### src/rtl/fifo_word_packer.sv
// fifo_word_packer: read-side FIFO consumer that packs PACK consecutive
// DATA_WIDTH-bit entries into one wide word behind a valid/ready handshake.
// Partial words leave on flush_i. When the PACKER_TIMEOUT_EN macro is
// defined, they also leave after TIMEOUT idle cycles.
module fifo_word_packer #(
  parameter int unsigned DATA_WIDTH = 8,
  parameter int unsigned PACK       = 4,
  parameter int unsigned TIMEOUT    = 16
) (
  input  logic                       rd_clk,
  input  logic                       rst_n,
  input  logic                       fifo_empty_i,
  input  logic [DATA_WIDTH-1:0]      fifo_rdata_i,
  output logic                       fifo_rd_en_o,
  input  logic                       flush_i,
  output logic                       out_valid_o,
  input  logic                       out_ready_i,
  output logic [DATA_WIDTH*PACK-1:0] out_data_o,
  output logic [PACK-1:0]            out_keep_o
);

  localparam int unsigned CW = $clog2(PACK + 1);
  localparam int unsigned LW = $clog2(PACK);

  logic [CW-1:0]              cnt;
  logic                       pend;
  logic                       flush_req;
  logic [DATA_WIDTH*PACK-1:0] pack_q;

  logic [CW:0]                fill;
  logic                       full;
  logic                       out_free;
  logic                       xfer;
  logic                       flush_drop;
  logic                       tmo;
  logic [LW-1:0]              lane_idx;
  logic [DATA_WIDTH*PACK-1:0] word;
  logic [PACK-1:0]            keep;

`ifdef PACKER_TIMEOUT_EN
  localparam int unsigned TW = $clog2(TIMEOUT + 1);

  logic [TW-1:0] idle;
  logic          idle_run;

  // Count idle cycles while a partial word sits with no capture in flight.
  always_comb begin
    idle_run = (cnt != '0) && !full && !pend && !flush_req;
    tmo      = idle_run && (idle == TW'(TIMEOUT - 1));
  end

  // Idle counter: restarts on any capture, transfer, or when not running.
  always_ff @(posedge rd_clk or negedge rst_n) begin
    if (!rst_n) begin
      idle <= '0;
    end else if (pend || xfer || !idle_run) begin
      idle <= '0;
    end else begin
      idle <= idle + TW'(1);
    end
  end
`else
  // No idle timeout: partial words leave only on an explicit flush.
  always_comb begin
    tmo = 1'b0;
  end
`endif

  // Pop gating, transfer decision and the masked view of the pack register.
  always_comb begin
    fill         = {1'b0, cnt} + (CW + 1)'(pend);
    full         = (cnt == CW'(PACK));
    fifo_rd_en_o = rst_n && !fifo_empty_i && (fill < (CW + 1)'(PACK)) && !flush_req;
    out_free     = !out_valid_o || out_ready_i;
    // A full register implies no pop is in flight, so capture and transfer
    // never coincide.
    xfer         = out_free && (full || (flush_req && (cnt != '0) && !pend));
    flush_drop   = flush_req && (cnt == '0) && !pend;
    lane_idx     = cnt[LW-1:0];
    word         = '0;
    keep         = '0;
    for (int unsigned k = 0; k < PACK; k++) begin
      if (k < 32'(cnt)) begin
        word[k*DATA_WIDTH +: DATA_WIDTH] = pack_q[k*DATA_WIDTH +: DATA_WIDTH];
        keep[k]                          = 1'b1;
      end
    end
  end

  // Pack register, fill count, flush latch and output register.
  always_ff @(posedge rd_clk or negedge rst_n) begin
    if (!rst_n) begin
      cnt         <= '0;
      pend        <= 1'b0;
      flush_req   <= 1'b0;
      pack_q      <= '0;
      out_valid_o <= 1'b0;
      out_data_o  <= '0;
      out_keep_o  <= '0;
    end else begin
      pend <= fifo_rd_en_o;

      if (pend) begin
        pack_q[lane_idx*DATA_WIDTH +: DATA_WIDTH] <= fifo_rdata_i;
        cnt <= cnt + CW'(1);
      end else if (xfer) begin
        cnt <= '0;
      end

      if (flush_i || tmo) begin
        flush_req <= 1'b1;
      end else if (xfer || flush_drop) begin
        flush_req <= 1'b0;
      end

      if (xfer) begin
        out_valid_o <= 1'b1;
        out_data_o  <= word;
        out_keep_o  <= keep;
      end else if (out_ready_i) begin
        out_valid_o <= 1'b0;
      end
    end
  end

endmodule
### config.mk
export PLATFORM = sky130hd
export DESIGN_NAME = fifo_word_packer
export DESIGN_NICKNAME = d
export VERILOG_FILES = /design/src/rtl/fifo_word_packer.sv
export SDC_FILE = /design/constraint.sdc
export NUM_CORES = 1
export LEC_CHECK = 0
export ABC_CLOCK_PERIOD_IN_PS = 2300
export CAP_MARGIN = 15
export CORE_ASPECT_RATIO = 1.4
export CORE_MARGIN = 2
export CORE_UTILIZATION = 48
export CTS_CLUSTER_DIAMETER = 100
export CTS_CLUSTER_SIZE = 25
export DETAILED_ROUTE_END_ITERATION = 8
export PLACE_DENSITY_LB_ADDON = 0.08
export SLEW_MARGIN = 20
export SYNTH_ARGS = -nofsm -noshare
export SYNTH_HDL_FRONTEND = slang
export SYNTH_SLANG_ARGS = --single-unit
### constraint.sdc
create_clock -name rd_clk -period 2.3 [get_ports rd_clk]
set_clock_uncertainty 0.15 [all_clocks]
set_input_delay 0.46 -clock rd_clk [delete_from_list [all_inputs] [get_ports rd_clk]]
set_output_delay 0.46 -clock rd_clk [all_outputs]
set_load 0.005 [all_outputs]
======== After elaboration in Yosys (flattened, before gate mapping) ========
Index checks and enable logic that the tools add are counted.
Widths: inputs -> output; s select.
operators by class
  magnitude comparators ................... 5
  shifts and indexed selects .............. 2
  equality and inequality tests ........... 1
  muxes and demuxes ....................... 15
  reduce and logical (&&, ||, !) cells .... 20
  $add $sub $neg .......................... 3
operators by type and width
  operator                 number
  $neg 5->34               1
  $shift 8x34->32 const A  1
  $shiftx 8x34->32         1
  $bwmux 32                1
  $mux 8                   4
  $logic_and 1x1->1        8
  $mux 1                   8
  $lt 1x3->1 const A       2
  $lt 2x3->1 const A       2
  $mux 3                   2
  $reduce_bool 2->1        3
  $add 3x1->4              1
  $logic_not 1->1          4
  $lt 4x3->1 const B       1
  $add 3x1->3 const B      1
  $eq 3x3->1 const B       1
  $logic_not 3->1          1
  $logic_or 1x1->1         3
  $reduce_bool 3->1        1
word-level totals
  input port bits ......................... 13
  output and inout bits ................... 38
  flip-flop bits (word level) ............. 74
  word-level logic and storage cells ...... 53

======== Logic depth before layout (Yosys ltp) ========
Gate-level depths: netlist of run 1.
  depth in word-level cells ............... 8
  mapped depth ............................ 7
  mapped depth without buffers ............ 5

======== Worst setup path after synthesis of run 1 ========
Ideal clock, no wire load.
  path type ............................... reg-to-reg
  from .................................... reg cnt[0]
  to ...................................... reg out_keep_o[2]
  path slack .............................. -0.058 ns
  arrival ................................. 2.080 ns
  library setup time ...................... 0.128 ns
  cell stages (with the launch flop) ...... 8
  data required time ...................... 2.022 ns
  cells stage by stage .................... dfrtp_1 inv_1 ha_1 buf_2 or3b_4 a21oi_4 buf_8 mux2_1
on the way
  longest elaborated chain between the ends .. 5
  elaborated cells on any way between the ends .. 8
  those cells by class .................... order compare (1); eq/ne (1); mux (1); reduce/logical (5)
RTL lines
  what                                                                line  text
  start: declaration                                                  25    logic [CW-1:0] cnt;
  start signal: assignment                                            105   cnt <= cnt + CW'(1);
  parallel branches: the longest is 5 deep, another holds $lt 2x3->1  -
  end signal: assignment                                              119   out_keep_o <= keep;
  end: declaration                                                    19    output logic [PACK-1:0] out_keep_o
Parallel ways; which one is timed is not known.
A chain may end at the register's enable or synchronous reset.

======== Worst setup path in the final report of run 1 ========
  from .................................... reg cnt[2]
  to ...................................... out fifo_rd_en_o
on the way
  longest elaborated chain between the ends .. 4
RTL lines
  what                            line  text
  $add 3x1->4                     71    fill = {1'b0, cnt} + (CW + 1)'(pend);
  $lt 4x3->1                      73    fifo_rd_en_o = rst_n && !fifo_empty_i && (fill < (CW + 1)'(PACK)) && !flush_req;
  $logic_and 1x1->1 (2 in a row)  73
  end: declaration                14    output logic fifo_rd_en_o,
Every way passes these cells.

==> impl_metrics.json, run 1 <==
{
  "design.core.area_mm2": 0.00625,
  "routed_wire_length_per_instance_um": 16.2,
  "routed_wl_um": 6450,
  "end_kind": "primary output",
  "ant_nets": 0,
  "yosys_warnings": 0,
  "finalHoldViolations": 0,
  "tightest_slew_ns": 0.634,
  "insertedDiodeCount": 0,
  "synth_compound_area_frac": 0.110,
  "grt.overflow.total": 0,
  "internal_power_mw": 2.90,
  "r2r_end": "out_keep_o[2]",
  "grt_pass1_vias": 2100,
  "cts_tree": "built",
  "outcome": "complete, no violations",
  "synth-simple-area-share": 0.0835,
  "avgViaCountPerCell": 5.25,
  "synth_area_per_cell_um2": 12.2,
  "slew_headroom": 0.577,
  "rrSetupSlack_ns": 0.24,
  "yosys.area_share.xor_xnor": 0.00281,
  "grt_pass1_wl_um": 10700,
  "drtIter0Drc": 76,
  "numCtsBuffers": 9,
  "drtPass1Iterations": 4,
  "power_frac_seq": 0.401,
  "r2r_start": "cnt[0]",
  "grt_max_degree": 51,
  "path_cells": "or4b_4 -> a31oi_4 -> buf_2",
  "ff2ff_path_depth": 6,
  "cap_violations": 0,
  "post-route-drc-count": 0,
  "leakage_nw": 1.79,
  "worstPathArrival_ns": 1.58,
  "antenna_found_initial": 0,
  "fmax_ghz": 0.456,
  "synthAdderAreaFrac": 0.0201,
  "netlist_instances": 255,
  "ios": 51,
  "place.gp.congestion": 0.822,
  "clock_path_buffers": 2,
  "hold_class": "input port to asynchronous set/reset pin",
  "cts_hold_buf": 0,
  "clkLatencyLatePin_ns": 0.35,
  "rsz0062_at_grt": "false",
  "worstSetupPathType": "flop to primary output",
  "synth_cell_types": 30,
  "cp.required_ns": 1.69,
  "portBuffers": 50,
  "htreeDepth": 3,
  "critPathLaunch": "cnt[2]",
  "synth_top_family_by_area": "multiplexers",
  "die_x_um": 72.1,
  "swShare": 0.312,
  "layout_setup_ws_ns": 0.108,
  "fp.dieH_um": 99.3,
  "crit_path_start_kind": "flop",
  "clock-root-buffer": "clkbuf_8",
  "slew_violations": 0,
  "syn_area_mm2": 0.00312,
  "post-dp-hpwl_um": 4250,
  "switching_power_mw": 1.32,
  "critPathMaxStageDelay_ns": 0.55,
  "ys_seq_area_frac": 0.594,
  "initial_core_util": 0.498,
  "dieArea_mm2": 0.00716,
  "min_period_over_period": 0.953,
  "synthMuxAreaShare": 0.121,
  "fillers": 533,
  "syn2layout_area_growth_pct": 28.1,
  "grtUsageTotal": 0.202,
  "crit_slowest_cell": "or4b_4",
  "path_clk_slew_ns": 0.08,
  "rows": 34,
  "report.power.total_mw": 4.22,
  "nets": 339,
  "synth.net_count": 273,
  "cts_sinks": 74,
  "setup_viol": 0,
  "num_vias": 2089,
  "path_max_fanout": 2,
  "min_period_ns": 2.19,
  "final_layout_size_suffix_gt1_frac": 0.144,
  "ir_drop_uv": 735,
  "ys_seq_elements": 74,
  "p_clk_frac": 0.243,
  "power.density_mw_per_mm2": 1060,
  "p_comb_frac": 0.356,
  "pre_cts_ws_ns": -0.547
}
power groups by stage:
stage          sequential (mW)  combinational, mW  clock [mW]
3_3_place_gp              1.71               1.49           0
3_5_place_dp              1.71               1.50           0
5_1_grt                   1.72               1.64        1.10
6_report                  1.69               1.50        1.03
4_1_cts                   1.69               1.52        1.04
2_1_floorplan             1.72              0.901           0
what timing repair did:
item | in CTS | in global routing
gates resized for setup | 7 | 1
setup buffers | 0 | 1
pin swaps | 0 | 1
setup endpoints to repair | 1 | 1
cloned | 0 | 0
cells by family (layout without fill, tap and decap cells):
| group | after synthesis | in the layout |
|---|---|---|
| compound gates | 40 | 40 |
| xor+xnor | 1 | 1 |
| fa+ha+maj | 5 | 5 |
| buf+inv | 47 | 118 |
| flops | 74 | 74 |
| mux | 36 | 36 |
| simple gates | 52 | 52 |
worst max-delay path by stage:
stage / end / slack [ns] / cells after the start
4_1_cts: fifo_rd_en_o / 0.02 / 4
3_3_place_gp: fifo_rd_en_o / -0.53 / 4
2_1_floorplan: out_keep_o[2] / 0.03 / 7
5_1_grt: fifo_rd_en_o / 0.06 / 3
6_report: fifo_rd_en_o / 0.11 / 3
3_5_place_dp: fifo_rd_en_o / -0.55 / 4
cell usage after synthesis:
| library cell | n | area, um^2 |
|---|---|---|
| o31ai_1 | 2 | 15.0 |
| or3b_4 | 1 | 11.3 |
| xor2_1 | 1 | 8.76 |
| or3_1 | 1 | 6.26 |
| nor4_4 | 1 | 21.3 |
| nand2_2 | 2 | 12.5 |
| nand3b_1 | 2 | 15.0 |
| a21o_1 | 1 | 7.51 |
| ha_1 | 5 | 62.6 |
| or2_2 | 1 | 6.26 |
| o21bai_1 | 1 | 7.51 |
| buf_6 | 2 | 22.5 |
| nor2b_1 | 1 | 6.26 |
| buf_8 | 1 | 15.0 |
| nor4b_2 | 1 | 15.0 |
| nor3_1 | 2 | 10.0 |
| buf_2 | 1 | 5.00 |
| mux2_1 | 1 | 11.3 |
| mux2_4 | 3 | 45.0 |
| nand2_1 | 39 | 146 |
| mux2i_1 | 32 | 320 |
| dfrtp_1 | 74 | 1850 |
| a21oi_4 | 1 | 16.3 |
| a31oi_1 | 2 | 12.5 |
| or4b_2 | 1 | 10.0 |
| a22o_1 | 32 | 280 |
| inv_1 | 36 | 135 |
| o21ai_0 | 1 | 5.00 |
| buf_4 | 2 | 15.0 |
| clkbuf_1 | 5 | 18.8 |
cell type report:
type,count,area (um^2),share of cell area
sequential,74,1850,0.464
multi-input combinational,134,1070,0.268
timing repair buffer,66,638,0.160
clock buffer,11,151,0.0379
inverter,36,135,0.0339
tap,72,90.1,0.0226
clock inverter,5,52.6,0.0132
metal layers:
metal / GRT usage / vias to the layer above / routed length [um]
met5: 0 / - / 0
met4: 0.113 / 0 / 130
met3: 0.0405 / 11 / 349
met2: 0.311 / 61 / 3080
met1: 0.265 / 1029 / 2890
li1: - / 988 / -
worst max-delay path: cells and delay by family, from the launching register on:
family | cells | cell delay [ns]
AO/OA/AOI/OAI | 1 | 0.16
buffers and inverters | 1 | 0.14
flip-flops | 1 | 0.39
AND/OR/NAND/NOR | 1 | 0.55
cells in the final DEF, fill, tap and decap left out:
cell type,n
buf_12,2
nand3b_1,2
clkinv_2,3
o21ai_0,1
mux2i_1,32
a31oi_1,1
nor3_1,2
ha_1,5
a31oi_4,1
a21oi_4,1
or3b_4,1
or2_2,1
a22o_1,32
o31ai_1,2
or4b_4,1
mux2_4,3
nor2b_1,1
nand2_1,39
dlymetal6s2s_1,1
bufinv_16,1
or3_1,1
nand2_2,2
nor4_4,1
a21o_1,1
xor2_1,1
dfrtp_1,73
o21bai_1,1
nor4b_2,1
mux2_1,1
inv_1,36
clkbuf_8,11
buf_2,2
dfrtp_2,1
clkdlybuf4s50_1,47
buf_4,14
clkinvlp_4,1
per-stage QoR:
step	std cells	util	cell area (um^2)	TNS, ns	hold WS [ns]
after floorplan	255	-	3120	0	0.0144
after global placement	381	0.602	3760	-0.534	0.320
after detailed placement	381	0.602	3760	-0.547	0.325
after CTS	397	0.637	3980	0	0.0275
after global routing	398	0.638	3990	0	0.0277
final	398	0.638	3990	0	0.00670
registers in the layout (all words and copies together) (netlist names):
name         count
cnt              3
flush_req        1
out_data_o      32
out_keep_o       4
out_valid_o      1
pack_q          32
pend             1
(Power assumes the default switching activity.)
==> run 2, diff against run 1 <==
--- a/config.mk
+++ b/config.mk
@@ -13,7 +13,10 @@
 export CTS_CLUSTER_DIAMETER = 100
 export CTS_CLUSTER_SIZE = 25
 export DETAILED_ROUTE_END_ITERATION = 8
+export GPL_ROUTABILITY_DRIVEN = 0
+export HOLD_SLACK_MARGIN = 0.02
 export PLACE_DENSITY_LB_ADDON = 0.08
+export SKIP_CTS_REPAIR_TIMING = 1
 export SLEW_MARGIN = 20
 export SYNTH_ARGS = -nofsm -noshare
 export SYNTH_HDL_FRONTEND = slang
==> impl_metrics.json, run 2 (same netlist as run 1, synthesis figures left out) <==
{
  "outcome": "complete, no violations",
  "path_clk_slew_ns": 0.08,
  "rrSetupSlack_ns": 0.24,
  "postLayoutCoreUtil": 0.637,
  "cts_sinks": 74,
  "grt_pass1_wl_um": 10700,
  "report.power.total_mw": 4.21,
  "ff2ff_path_depth": 6,
  "crit_path_start_kind": "flop",
  "ir_drop_uv": 736,
  "r2r_end": "out_keep_o[2]",
  "fmax_ghz": 0.461,
  "cap_violations": 0,
  "numCtsBuffers": 9,
  "cp.required_ns": 1.69,
  "clock_path_buffers": 2,
  "register_area_mm2": 0.00185,
  "grt_max_degree": 51,
  "fp.dieH_um": 99.3,
  "path_max_fanout": 2,
  "cts_tree": "built",
  "layout_common_cells": "73 x dfrtp_1, 47 x clkdlybuf4s50_1, 39 x nand2_1, 36 x inv_1",
  "ant_nets": 0,
  "post-dp-hpwl_um": 4250,
  "place_area_mm2": 0.00376,
  "hold_class": "input port to asynchronous set/reset pin",
  "clock-root-buffer": "clkbuf_8",
  "portBuffers": 50,
  "rows": 34,
  "post-route-drc-count": 0,
  "avgViaCountPerCell": 5.24,
  "slew_violations": 0,
  "num_vias": 2081,
  "reg_top3": "out_data_o x32, pack_q x32, out_keep_o x4",
  "end_kind": "primary output",
  "rsz0062_at_grt": "false",
  "final_common_cell": "dfrtp_1",
  "routed_wire_length_per_instance_um": 16.3,
  "grt.overflow.total": 0,
  "clkLatencyLatePin_ns": 0.35,
  "dieArea_mm2": 0.00716,
  "initial_core_util": 0.498,
  "final_layout_size_suffix_gt1_frac": 0.142,
  "setup_viol": 0,
  "ios": 51,
  "power.density_mw_per_mm2": 1060,
  "htreeDepth": 3,
  "grt_pass1_vias": 2097,
  "slew_headroom": 0.577,
  "drtIter0Drc": 94,
  "drtPass1Iterations": 4,
  "min_period_over_period": 0.942,
  "grtUsageTotal": 0.202,
  "worstPathArrival_ns": 1.56,
  "worstSetupPathType": "flop to primary output",
  "min_period_ns": 2.17,
  "finalHoldViolations": 0,
  "multiInputGateArea_mm2": 0.00107,
  "r2r_start": "cnt[0]",
  "critPathLaunch": "flush_req",
  "tightest_slew_ns": 0.634,
  "insertedDiodeCount": 0,
  "design.core.area_mm2": 0.00625,
  "syn2layout_area_growth_pct": 27.9,
  "die_x_um": 72.1,
  "routed_wl_um": 6460,
  "final_area_mm2": 0.00398,
  "fillers": 533,
  "leakage_nw": 1.78,
  "antenna_found_initial": 0,
  "nets": 338
}
## run 2: worst max path at each step
stage,endpoint,slack [ns],depth (start not counted)
after floorplan,out_keep_o[2],0.03,7
after global placement,fifo_rd_en_o,-0.53,4
after detailed placement,fifo_rd_en_o,-0.55,4
after CTS,fifo_rd_en_o,-0.55,4
after global routing,fifo_rd_en_o,0.08,3
final,fifo_rd_en_o,0.13,3
## run 2: per-layer routing
metal  global-route usage  part of all wire  routed length, um  vias up
met4                0.113             0.026                167        0
met3               0.0405             0.043                277       11
li1                     -                 -                  -      987
met5                    0                 0                  0        -
met2                0.311              0.48               3080       52
met1                0.264              0.45               2940     1031
## run 2: worst max-delay path, stage by stage, from the launching register on
cell and delay, ns:
dfrtp_1 0.38, or4b_4 0.53, a31oi_4 0.16, clkbuf_2 0.14
## run 2: layout make-up
class / count / area share
sequential: 74 / 0.465
clock buffer: 11 / 0.0380
timing repair buffer: 65 / 0.158
tap: 72 / 0.0226
multi-input combinational: 134 / 0.269
inverter: 36 / 0.0339
clock inverter: 5 / 0.0132
## run 2: power breakdown
part           switching (mW)  internal (mW)
combinational           0.709          0.790
clock                   0.472          0.554
sequential              0.135           1.55
total                    1.32           2.90
## run 2: stage by stage
| step | setup slack [ns] | hold WS [ns] | TNS, ns | std cells |
|---|---|---|---|---|
| floorplan | 0.0265 | 0.0144 | 0 | 255 |
| global placement | -0.534 | 0.320 | -0.534 | 381 |
| detailed placement | -0.547 | 0.325 | -0.547 | 381 |
| CTS | -0.547 | 0.0275 | -0.547 | 397 |
| global route | 0.0850 | 0.0277 | 0 | 397 |
| finish | 0.132 | 0.00864 | 0 | 397 |
==> run 3, diff against run 2 <==
--- a/config.mk
+++ b/config.mk
@@ -5,18 +5,18 @@
 export SDC_FILE = /design/constraint.sdc
 export NUM_CORES = 1
 export LEC_CHECK = 0
-export ABC_CLOCK_PERIOD_IN_PS = 2300
+export ABC_CLOCK_PERIOD_IN_PS = 2100
 export CAP_MARGIN = 15
 export CORE_ASPECT_RATIO = 1.4
 export CORE_MARGIN = 2
-export CORE_UTILIZATION = 48
+export CORE_UTILIZATION = 50
 export CTS_CLUSTER_DIAMETER = 100
 export CTS_CLUSTER_SIZE = 25
 export DETAILED_ROUTE_END_ITERATION = 8
 export GPL_ROUTABILITY_DRIVEN = 0
 export HOLD_SLACK_MARGIN = 0.02
 export PLACE_DENSITY_LB_ADDON = 0.08
-export SKIP_CTS_REPAIR_TIMING = 1
+export RECOVER_POWER = 100
 export SLEW_MARGIN = 20
 export SYNTH_ARGS = -nofsm -noshare
 export SYNTH_HDL_FRONTEND = slang
==> constraint.sdc (replaced) <==
create_clock -name rd_clk -period 2.1 [get_ports rd_clk]
set_clock_uncertainty 0.15 [all_clocks]
set_input_delay 0.42 -clock rd_clk [delete_from_list [all_inputs] [get_ports rd_clk]]
set_output_delay 0.42 -clock rd_clk [all_outputs]
set_load 0.005 [all_outputs]
==> impl_metrics.json, run 3 (same netlist as run 1, synthesis figures left out) <==
{
  "outcome": "complete, but fails checks",
  "violations": "setup timing",
  "numCtsBuffers": 9,
  "ant_nets": 0,
  "critPathTopFamily": "simple AND/OR/NAND/NOR gates",
  "min_period_over_period": 1.00,
  "placed_cells": 378,
  "leakage_nw": 1.89,
  "final_layout_size_suffix_gt1_frac": 0.135,
  "avgViaCountPerCell": 5.25,
  "insertedDiodeCount": 0,
  "path_clk_slew_ns": 0.07,
  "fmax_ghz": 0.476,
  "die_x_um": 70.7,
  "rsz0062_at_grt": "true",
  "tightest_slew_ns": 1.31,
  "fp.dieH_um": 97.4,
  "cap_violations": 0,
  "antenna_found_initial": 0,
  "syn2layout_area_growth_pct": 28.4,
  "routed_wl_um": 6380,
  "htreeDepth": 3,
  "post-route-drc-count": 0,
  "place_area_mm2": 0.00376,
  "register_area_mm2": 0.00185,
  "hold_class": "input port to flop",
  "cts_tree": "built",
  "drtPass1Iterations": 4,
  "portBuffers": 50,
  "slew_violations": 0,
  "initial_core_util": 0.509,
  "cts_sinks": 74,
  "multiInputGateArea_mm2": 0.00108,
  "grtUsageTotal": 0.202,
  "setup_viol": 2,
  "report.power.total_mw": 4.62,
  "post-dp-hpwl_um": 4270,
  "postLayoutCoreUtil": 0.653,
  "grt_pass1_vias": 2117,
  "ir_drop_uv": 887,
  "min_period_ns": 2.10,
  "path_cells": "or4b_4 -> a31oi_4 -> buf_2",
  "final_area_mm2": 0.00400,
  "dieArea_mm2": 0.00689,
  "crit_path_start_kind": "flop",
  "cp_num_buf_inv": 1,
  "clock_path_buffers": 2,
  "finalHoldViolations": 0,
  "cp.required_ns": 1.53,
  "rows": 34,
  "num_vias": 2090,
  "design.core.area_mm2": 0.00613,
  "worstPathArrival_ns": 1.53,
  "routed_wire_length_per_instance_um": 16.0,
  "reg_top3": "out_data_o x32, pack_q x32, out_keep_o x4",
  "clock-root-buffer": "clkbuf_8",
  "fillers": 499,
  "power.density_mw_per_mm2": 1160,
  "drtIter0Drc": 126,
  "critPathMaxStageDelay_ns": 0.53,
  "end_kind": "primary output",
  "slew_headroom": 0.129,
  "path_max_fanout": 2,
  "grt.overflow.total": 0,
  "clkLatencyLatePin_ns": 0.34,
  "layout_common_cells": "73 x dfrtp_1, 40 x nand2_1, 38 x dlygate4sd3_1, 34 x inv_1",
  "nets": 339,
  "grt_max_degree": 54,
  "final_common_cell": "dfrtp_1",
  "fin_cells": 398,
  "layout_setup_ws_ns": -0.00205,
  "ios": 51,
  "worstSetupPathType": "flop to primary output",
  "grt_pass1_wl_um": 10700,
  "crit_slowest_cell": "or4b_4"
}
[run 3: cell types whose count changed in the layout (fill, tap and decap cells not counted), moves of 2 or more]
cell / change
buf_4: -6
clkbuf_1: +3
dlygate4sd3_1: +38
clkdlybuf4s50_1: -37
clkbuf_2: +2
inv_2: +2
inv_1: -2
clkinv_2: -2
[run 3: layer usage]
layer	track usage	routed length [um]
met1	0.303	2960
met2	0.293	3070
met3	0.0519	290
met4	0.0566	62
met5	0	0
[run 3: report_power, final]
group / leakage [nW] / internal [mW] / switching, mW
combinational: 0.785 / 0.861 / 0.792
sequential: 1.01 / 1.70 / 0.145
clock: 0.0986 / 0.612 / 0.511
total: 1.89 / 3.18 / 1.45
[run 3: final cells by class]
cell class / instances / share of cell area
clock buffer: 12 / 0.0388
clock inverter: 4 / 0.0125
inverter: 36 / 0.0338
multi-input combinational: 134 / 0.269
sequential: 74 / 0.463
tap: 72 / 0.0225
timing repair buffer: 66 / 0.160
[run 3: path summary, 6_finish.rpt]
kind                       cells after the start             to  slack, ns     startpoint
max                                            3   fifo_rd_en_o     -0.002      flush_req
min                                            3           pend       0.31   fifo_empty_i
max reg2reg                                    6  out_keep_o[2]     -0.002         cnt[0]
min reg2reg                                    1  out_keep_o[3]       0.35  out_keep_o[3]
max in group asynchronous                      3         cnt[0]       0.46          rst_n
min in group asynchronous                      3     pack_q[31]       0.48          rst_n
[run 3: stage by stage]
stage | TNS, ns | setup slack [ns] | hold WS, ns
after CTS | -0.0315 | -0.0315 | 0.243
after detailed placement | -0.606 | -0.606 | 0.332
after global routing | -0.288 | -0.0510 | 0.315
after global placement | -0.595 | -0.595 | 0.331
final | -0.00285 | -0.00205 | 0.312
after floorplan | -0.115 | -0.0289 | -0.0256
[run 3: worst min-delay path: cells and delay by family]
family                 cells  cell delay, ns
AOI/OAI and AO/OA          1            0.03
and+or+nand+nor            1            0.13
buffers and inverters      1            0.19
[run 3: repair_timing]
| action | 4_1_cts | 5_1_grt |
|---|---|---|
| setup buffers | 1 | 1 |
| endpoints found under the setup margin | 1 | 2 |
| gates resized for setup | 8 | 0 |
| pin swaps | 1 | 2 |
| hold endpoints to repair | 21 | 0 |
| cloned | 0 | 1 |
| hold buffers | 1 | 0 |
